===== config.mk =====
export PLATFORM = sky130hd
export DESIGN_NAME = alarm_fsm
export DESIGN_NICKNAME = d
export VERILOG_FILES = /design/src/rtl/alarm_fsm.sv
export SDC_FILE = /design/constraint.sdc
export NUM_CORES = 1
export LEC_CHECK = 0
export ABC_CLOCK_PERIOD_IN_PS = 2400
export CORE_AREA = 2 2 39 41
export CTS_CLUSTER_DIAMETER = 80
export DETAILED_ROUTE_END_ITERATION = 8
export DIE_AREA = 0 0 41 43
export PLACE_DENSITY = 0.77
export REMOVE_ABC_BUFFERS = 1
export SYNTH_ARGS = -nofsm -noshare
export SYNTH_HDL_FRONTEND = slang
export SYNTH_SLANG_ARGS = --single-unit

===== constraint.sdc =====
create_clock -name clock -period 2.4 [get_ports clock]
set_input_delay 0.24 -clock clock [delete_from_list [all_inputs] [get_ports clock]]
set_output_delay 0.24 -clock clock [all_outputs]
set_load 0.01 [all_outputs]

===== src/rtl/alarm_fsm.sv =====
// alarm_fsm: central control FSM of the anti-theft system.
//   in : clock, reset (async, active-high), ignition, door_driver, door_pass,
//        reprogram, expired (timer end pulse), one_hz_enable (1 s strobe)
//   out: status (LED), enable_siren, start_timer (1-cycle load pulse),
//        interval[1:0] (load parameter select), EA[2:0] (state code)
// All outputs are registered and reflect the inputs sampled at the previous edge.
module alarm_fsm (
  input  logic       clock,
  input  logic       reset,
  input  logic       ignition,
  input  logic       door_driver,
  input  logic       door_pass,
  input  logic       reprogram,
  input  logic       expired,
  input  logic       one_hz_enable,
  output logic       status,
  output logic       enable_siren,
  output logic       start_timer,
  output logic [1:0] interval,
  output logic [2:0] EA
);

  typedef enum logic [2:0] {
    ARMED      = 3'd0,
    TRIGGERED  = 3'd1,
    ALARM      = 3'd2,
    DISARMED   = 3'd3,
    WAIT_OPEN  = 3'd4,
    WAIT_CLOSE = 3'd5,
    ARM_DELAY  = 3'd6,
    ILLEGAL    = 3'd7
  } state_t;

  localparam logic [1:0] T_ARM_DELAY       = 2'b00;
  localparam logic [1:0] T_DRIVER_DELAY    = 2'b01;
  localparam logic [1:0] T_PASSENGER_DELAY = 2'b10;
  localparam logic [1:0] T_ALARM_ON        = 2'b11;

  state_t     state, nxt;
  logic       start_nxt, status_nxt;
  logic [1:0] int_nxt;
  // Timer load history: [0] is the live start pulse, [1] the cycle after it.
  // An expired pulse seen in either cycle is stale from the previous load.
  logic [1:0] ld_pipe;
  logic       honored, any_door;

  assign honored     = expired & ~|ld_pipe;
  assign any_door    = door_driver | door_pass;
  assign start_timer = ld_pipe[0];
  assign EA          = state;

  always_comb begin
    nxt       = state;
    start_nxt = 1'b0;
    int_nxt   = interval;
    if (reprogram) begin
      nxt = ARMED;
    end else begin
      case (state)
        ARMED: begin
          if (ignition) nxt = DISARMED;
          else if (door_driver) begin
            nxt = TRIGGERED; start_nxt = 1'b1; int_nxt = T_DRIVER_DELAY;
          end else if (door_pass) begin
            nxt = TRIGGERED; start_nxt = 1'b1; int_nxt = T_PASSENGER_DELAY;
          end
        end
        TRIGGERED: begin
          if (ignition) nxt = DISARMED;
          else if (honored) begin
            nxt = ALARM; start_nxt = 1'b1; int_nxt = T_ALARM_ON;
          end
        end
        ALARM: begin
          if (ignition) nxt = DISARMED;
          else if (honored && any_door) begin
            start_nxt = 1'b1; int_nxt = T_ALARM_ON;
          end else if (honored) nxt = ARMED;
        end
        DISARMED: begin
          if (!ignition) nxt = WAIT_OPEN;
        end
        WAIT_OPEN: begin
          if (ignition) nxt = DISARMED;
          else if (door_driver) nxt = WAIT_CLOSE;
        end
        WAIT_CLOSE: begin
          if (ignition) nxt = DISARMED;
          else if (!any_door) begin
            nxt = ARM_DELAY; start_nxt = 1'b1; int_nxt = T_ARM_DELAY;
          end
        end
        ARM_DELAY: begin
          if (ignition) nxt = DISARMED;
          else if (any_door) nxt = WAIT_CLOSE;
          else if (honored) nxt = ARMED;
        end
        default: nxt = ARMED;
      endcase
    end
  end

  // Blink register restarts dark on entry to ARMED, toggles while staying there.
  always_comb begin
    status_nxt = 1'b0;
    case (nxt)
      ARMED:           status_nxt = (state == ARMED) ? (status ^ one_hz_enable) : 1'b0;
      TRIGGERED, ALARM: status_nxt = 1'b1;
      default:         status_nxt = 1'b0;
    endcase
  end

  always_ff @(posedge clock or posedge reset) begin
    if (reset) begin
      state        <= ARMED;
      ld_pipe      <= '0;
      interval     <= T_ARM_DELAY;
      status       <= 1'b0;
      enable_siren <= 1'b0;
    end else begin
      state        <= nxt;
      ld_pipe      <= {ld_pipe[0], start_nxt};
      interval     <= int_nxt;
      status       <= status_nxt;
      enable_siren <= (nxt == ALARM);
    end
  end

endmodule


Yosys cells after proc, flatten, opt, wreduce, memory -nomap -nowiden
Cells that the tools add are included.

Register bits after elaboration: 9. Input bits: 8. Output and inout bits: 8. Logic and storage cells: 73.

Equal/unequal tests: 16. Muxes and demuxes: 40. Bitwise operators: 4. Reductions and logical operators: 8.

Operators with widths (number): two-way mux 3 bit (16); one-hot mux 3 bit (7 select lines) (1); two-way mux 2 bit (9); != test 2 bit (second input constant) (7); two-way mux 1 bit (11); AND reduction 10 bit (1); equality test 3 x 2 -> 1 bit (second input constant) (3); equality test 3 bit (second input constant) (3); one-hot mux 2 bit (4 select lines) (1); equality test 3 x 1 -> 1 bit (second input constant) (2); logical NOT 3 bit (2); one-hot mux 1 bit (4 select lines) (1); nonzero test 4 bit (1); OR reduction 2 bit (2); != test 3 bit (second input constant) (1); one-hot mux 1 bit (2 select lines) (1); bitwise AND 1 bit (1); logical AND 1 bit (1); logical NOT 1 bit (1); NOT 1 bit (1); OR 1 bit (1); XOR 1 bit (1).

Longest topological paths before layout
Gate-level depths: netlist (run 1).

Depth after elaboration: 11. Mapped depth: 6. Gate-level depth less buffers: 5.

Least setup slack after synthesis (run 1)
Ideal clock, no wire load.

Kind: register -> register. From: register state[0] (netlist: EA[0]). To: register interval[0]. Library setup time: 0.125 ns. Arrival time: 1.503 ns. Data required time: 2.275 ns. Slack: 0.772 ns. Stages on the path, launching flop included: 7. Path buffers: 1. Clock period less this slack: 1.628 ns. Cell sequence: dfrtp_1 > buf_2 > nand2_1 > nor3b_1 > o311ai_1 > a31o_2 > mux2_4.

Longest elaborated chain between the ends: 3. Elaborated cells on any way between the ends: 15. Classes of those cells: eq/ne (11); mux (1); reduce/logical (3).

Ends and longest elaborated chain: start: declaration (RTL line 39) `state_t state, nxt;`; start signal: assignment (RTL line 121) `state <= nxt;`; equality test 3 bit, or another cell as far along (RTL line 59) `case (state)`; nonzero test 4 bit (no source line), or another cell as far along; AND reduction 10 bit (no source line); end signal: assignment (RTL line 123) `interval <= int_nxt;`; end: declaration (RTL line 19) `output logic [1:0] interval,`.

Parallel ways exist; a longest one is shown, timed or not. A chain may end at the register's enable or synchronous reset.

Final worst setup path (run 1)
From: input port door_driver. To: register interval[0].

Longest elaborated chain between the ends: 4. Elaborated cells on any way between the ends: 9. Classes of those cells: eq/ne (3); mux (3); bitwise (1); reduce/logical (2).

Ends and longest elaborated chain: start: declaration (RTL line 11) `input logic door_driver,`; OR 1 bit (RTL line 48) `assign any_door = door_driver | door_pass;`; logical AND 1 bit (RTL line 76) `else if (honored && any_door) begin`; != test 2 bit (no source line); AND reduction 10 bit (no source line).

Parallel ways exist; a longest one is shown, timed or not. The select of a mux whose other input is x is not followed.

==> results of run 1 <==
-- metrics by stage --
| step | instances | util, % |
|---|---|---|
| 2_1_floorplan | 64 | - |
| 3_3_place_gp | 96 | 57.14 |
| 3_5_place_dp | 96 | 57.14 |
| 4_1_cts | 100 | 59.04 |
| 5_1_grt | 100 | 59.04 |
| 6_report | 100 | 59.04 |
-- flip-flops by register name (all words and copies together) (netlist names) --
signal,flops
status,1
enable_siren,1
interval,2
EA,3
ld_pipe,2
-- routing by layer --
layer	vias to the layer above	GRT usage [%]	part of all wire [%]
li1	276	-	-
met1	270	22.70	42
met2	15	28.44	51
met3	4	4.712	3.2
met4	0	14.00	3.0
met5	-	0	0
-- power by group through the flow --
stage                     logic, mW  clock network [mW]  registers, mW
after detailed placement      0.195                   0          0.215
after global routing          0.209               0.123          0.217
final                         0.194               0.111          0.212
after global placement        0.192                   0          0.213
after CTS                     0.196               0.117          0.212
after floorplan              0.0972                   0          0.222
-- cells in the mapped netlist, drive strengths merged --
cell type	instances	share of area (%)
dfrtp	9	36
nor2	9	5.4
nand2	5	3.0
o21ai	4	3.8
a21oi	3	2.4
buf	3	2.4
inv	3	1.8
nor3b	3	6.2
a31o	2	2.8
mux2	2	4.8
nand2b	2	2.0
nand3b	2	2.4
nor2b	2	2.0
o22ai	2	2.0
a21boi	1	1.2
a311oi	1	4.2
and2b	1	1.2
and3	1	1.0
nor3	1	0.80
nor4	1	1.0
nor4bb	1	1.6
o21ba	1	1.6
o21bai	1	1.2
o221a	1	1.8
o221ai	1	1.4
o311ai	1	1.4
o41ai	1	1.4
or2	1	1.0
or2b	1	1.2
xnor2	1	1.4
-- final cells by class --
type,instances,area share (%)
well taps,16,2.450
inverters,3,1.378
flip-flops and latches,9,27.57
multi-input cells,52,46.09
repair buffers,16,19.30
clock buffers,4,3.216
-- path summary, 6_finish.rpt --
| check | startpoint | endpoint | slack (ns) | cells past startpoint |
|---|---|---|---|---|
| min | reset | ld_pipe[1] | 0.24 | 2 |
| max | door_driver | interval[0] | 0.62 | 6 |
| min in group clock | ld_pipe[0] | ld_pipe[1] | 0.46 | 0 |
| max reg2reg | EA[0] | status | 0.63 | 5 |
| min reg2reg | ld_pipe[0] | ld_pipe[1] | 0.46 | 0 |
| max in group asynchronous | reset | interval[1] | 1.92 | 2 |
-- kinds of logic (layout without fill, tap and decap cells) --
group / Yosys count / in the layout / share of synthesized area (%)
simple gates: 30 / 30 / 28.69
compound gates: 19 / 19 / 25.10
flops: 9 / 9 / 35.86
buf+inv: 6 / 23 / 4.182
mux: 2 / 2 / 4.781
xor+xnor: 1 / 1 / 1.395
-- critical path, delay by kind of cell --
| kind | cells | cell delay, ns |
|---|---|---|
| AOI/OAI and AO/OA | 2 | 0.52 |
| and+or+nand+nor | 2 | 0.36 |
| muxes | 1 | 0.30 |
| buffers and inverters | 1 | 0.49 |
==> out/metrics.yaml, run 1 <==
ys_seq_elements: 9
design_power_total_mw: 0.5171
io_buffers: 15
rsz0062_at_grt: "false"
multiInputGateArea_um2: 376.6
grt_max_degree: 17
grt_overflow: 0
die_h_um: 43
seqPwrFrac_pct: 41.0
ys_types: 34
diodes: 0
core_area_mm2: 0.001384
hold_buffers: 0
max_stage_delay_ns: 0.49
leakage_nw: 0.3404
cts_tree: "built"
area_growth_pct: 30.08
fin_skew_ns: 0.001697
power.share.clock_pct: 21.5
placed_area_um2: 790.8
syn_avg_cell_area_um2: 9.375
worstMarginPinSlew_ns: 0.4474
htree_levels: 1
grt.total_usage_pct: 19.21
setup_tns_ns: 0
power.switching_mw: 0.1562
root_buffer: "clkbuf_4"
cts_inserted_buffers: 3
cp-start-kind: "primary input"
dieArea_mm2: 0.001763
worstPathCellList: "clkdlybuf4s50_1, nor2_1, nor3b_2, o311ai_1, a31o_2, mux2_4"
fin_crit_sh_pct: 74.27
relSlewSlack_pct: 70.17
drv_slew: 0
grt_pass1_vias: 513
post_cts.repair.setup_buffers: 0
crit_slowest_cell: "clkdlybuf4s50_1"
finalHoldViolCount: 0
grt_pass1_wl_um: 2208
critPathMaxFanout: 5
required_ns: 2.54
drt_iter0_drc: 4
clk_path_buf_depth: 2
powerDensity_mw_per_mm2: 632.9
final_layout_size_suffix_gt1_share_pct: 15.48
path_class: "in2reg"
antenna_found_initial: 0
dr_total_vias: 565
dp_slack_ns: 0.3730
period_minus_slack_ns: 1.782
swShare_pct: 30.20
setup_ws_ns: 0.6176
design_area_um2: 817.0
hp-class: "in2async"
die_x_um: 41
detail_route.wl_per_cell_um: 13.21
clk_latency_ns: 0.25
seq_area_frac_synth_pct: 35.86
clkTransAtPathRegs_ns: 0.06
status: "completed"
finalWeightedCongestion: 0.8396
max_freq_mhz: 561.0
power_frac_comb_pct: 37.6
avgViaCountPerCell: 5.650
wirelength_um: 1321
clock-sinks: 9
yosysWarnings: 0
hold_ws_ns: 0.2377
dp_hpwl_um: 1032
end_kind: "flip-flop"
synth_cells: 67
mostFrequentLayoutCells: "15 x clkdlybuf4s50_1, 9 x dfrtp_1, 9 x nor2_1"
fillers: 130
maxCapViolCount: 0
cell_internal_pwr_mw: 0.3610
cp.arrival_ns: 1.92
ant_nets: 0
layout_commonest_cell: "clkdlybuf4s50_1"
nets: 93
drc: 0
start_util_pct: 45.39
seqCellArea_um2: 225.2
cts_resized: 0
drt-pass1-iter-count: 4
peakVddDrop_uv: 239.6
io_pins: 16
synth_area_um2: 628.1
setup_violations: 0
rows: 14
No activity file was read; power rests on OpenSTA's default activity.
==> run 2: changes to the inputs <==
- ABC_CLOCK_PERIOD_IN_PS: 2400 -> 1500
- CORE_AREA: 2 2 39 41 -> not set
- CORE_UTILIZATION: not set -> 42
- DIE_AREA: 0 0 41 43 -> not set
- PLACE_DENSITY: 0.77 -> 0.73
- clock period: 2.4 -> 1.5 ns (I/O delays scaled with it)
==> run 2 against run 1 <==
Compared with the run above:
- the run now ends with negative setup slack left
- routed wire length rose by 24%
- sequential share of layout area fell by 4.8 points
- first-iteration DRC count is 50% higher
- clock skew barely moved
- cell area increased by 22%
- die area is 6.2% lower
- global-route usage rose by 4.3 points
- non-clock buffer count grew 19
- clock power grew 67%
- utilization is 15 points higher
==> out/metrics.yaml, run 2 (synthesis results as in run 1) <==
mostFrequentLayoutCells: "18 x buf_4, 11 x clkdlybuf4s50_1, 9 x nor2_1"
nets: 112  # +20%
path_buf_inv: 0  # -1
clock-sinks: 9  # unchanged
antenna_found_initial: 0  # unchanged
clk_path_buf_depth: 2  # unchanged
htree_levels: 1  # unchanged
dp_hpwl_um: 1167  # +13%
fillers: 108  # -17%
grtUsageMet3_pct: 3.804  # -0.91 points
crit_slowest_cell: "dfrtp_2"
grt_pass1_wl_um: 2497  # +13%
status: "finished with violations"
rows: 13  # -1
violations: "negative setup slack"
required_ns: 1.66  # -0.88 ns
fin_util_pct: 74.05  # +15 points
start_util_pct: 46.52  # +1.1 points
drv_slew: 0  # unchanged
layout.cells.non_filler: 118  # +18%
grt_pass1_vias: 633  # +23%
drt_iter0_drc: 6  # +2
end_kind: "flip-flop"
clkTransAtPathRegs_ns: 0.06  # about the same
max_stage_delay_ns: 0.47  # -0.02 ns
hold_buffers: 0  # unchanged
worstMarginPinSlew_ns: 0.3413  # -0.1061 ns
powerDensity_mw_per_mm2: 915.1  # +45%
grt_overflow: 0  # unchanged
die_x_um: 40.67  # -0.80%
dr_total_vias: 639  # +13%
drc: 0  # unchanged
period_minus_slack_ns: 1.676
leakage_nw: 0.4554  # +34%
cts_tree: "built"
layout_commonest_cell: "buf_4"
reg2reg_slack_ns: -0.18  # -0.81 ns
dieArea_mm2: 0.001654  # -6.2%
ant_nets: 0  # unchanged
crit_family: "compound AO/OA/AOI/OAI gates"
relSlewSlack_pct: 77.22  # +7.0 points
final_layout_size_suffix_gt1_share_pct: 39.81  # +24 points
clk_latency_ns: 0.26  # about the same
met1_usage_pct: 26.64  # +3.9 points
grt_max_degree: 17  # unchanged
finalWeightedCongestion: 0.8639  # +2.9%
cp.arrival_ns: 1.84  # -0.08 ns
setup_ws_ns: -0.1758  # -0.7934 ns
io_pins: 16  # unchanged
wirelength_um: 1637  # +24%
fin_skew_ns: 0.001628  # -0.00006902 ns
reg2reg_from: "EA[0]"
dp_slack_ns: -0.3655  # -0.7385 ns
drt-pass1-iter-count: 2  # -2
reg2reg_depth: 5  # unchanged
crit_cells: 5  # -1
setup_violations: 3  # +3
die_h_um: 40.67  # -5.4%
area_growth_pct: 59.16
busiest_layer: "met2"
gr-usage-met2_pct: 40.08  # +12 points
maxCapViolCount: 0  # unchanged
core_area_mm2: 0.001350  # -2.4%
detail_route.wl_per_cell_um: 13.87  # +5.0%
rsz0062_at_grt: "true"
path_class: "reg2reg"
diodes: 0  # unchanged
cp-start-kind: "flip-flop"
cts_inserted_buffers: 3  # unchanged
dp_cells: 110  # +15%
worstPathCellList: "nand2b_4, o21ba_4, a311oi_4, nor3_2, nor4bb_2"
grt.total_usage_pct: 23.53  # +4.3 points
critPathMaxFanout: 7  # +2
hp-class: "in2async"
io_buffers: 15  # unchanged
critPathLaunch: "EA[0]"
max_freq_mhz: 596.7
root_buffer: "clkbuf_4"
peakVddDrop_uv: 419.1  # +75%
avgViaCountPerCell: 5.415  # -4.2%
fin_crit_sh_pct: 111.7
finalHoldViolCount: 0  # unchanged
largest_register_ffs: 3  # unchanged
run 2: repair_timing:
action	CTS	global route
gates resized for setup	6	10
buffers inserted	1	3
endpoints found under the setup margin	6	4
pin swaps	2	5
endpoints found under the hold margin	0	0
run 2: where the power goes:
part / switching (mW) / internal (mW) / total [mW]
Clock: 0.0830 / 0.102 / 0.185
Combinational: 0.158 / 0.244 / 0.401
Sequential: 0.0386 / 0.289 / 0.328
run 2: path summary, 6_finish.rpt:
path	endpoint
max	status
min	ld_pipe[1]
max reg2reg	status
min reg2reg	interval[1]
max in group asynchronous	EA[0]
min in group clock	interval[1]
run 2: per-stage QoR:
stage / instance area [um^2] / TNS (ns) / hold WS [ns] / power, mW
6_report: 999.7 / -0.3961 / 0.1442 / 0.9149
2_1_floorplan: 613.1 / -0.4660 / -0.02208 / 0.5100
5_1_grt: 999.7 / -0.7102 / 0.2092 / 0.9705
3_5_place_dp: 902.1 / -1.241 / 0.4271 / 0.6932
4_1_cts: 935.9 / -0.4368 / 0.1473 / 0.8856
3_3_place_gp: 902.1 / -1.107 / 0.4228 / 0.6874
run 2: layer usage:
metal  wire length [um]  part of all wire [%]
met5                  0                     0
met4                 24                   1.5
met3                 55                   3.4
met2                790                    48
met1                767                    47
run 2: area by class of cell:
| cell class | instances | area [um^2] | share of cell area [%] |
|---|---|---|---|
| inverters | 3 | 11.26 | 1.126 |
| multi-input cells | 52 | 412.9 | 41.30 |
| repair buffers | 35 | 302.8 | 30.29 |
| flip-flops and latches | 9 | 227.7 | 22.78 |
| clock buffers | 4 | 26.28 | 2.628 |
| well taps | 15 | 18.77 | 1.877 |
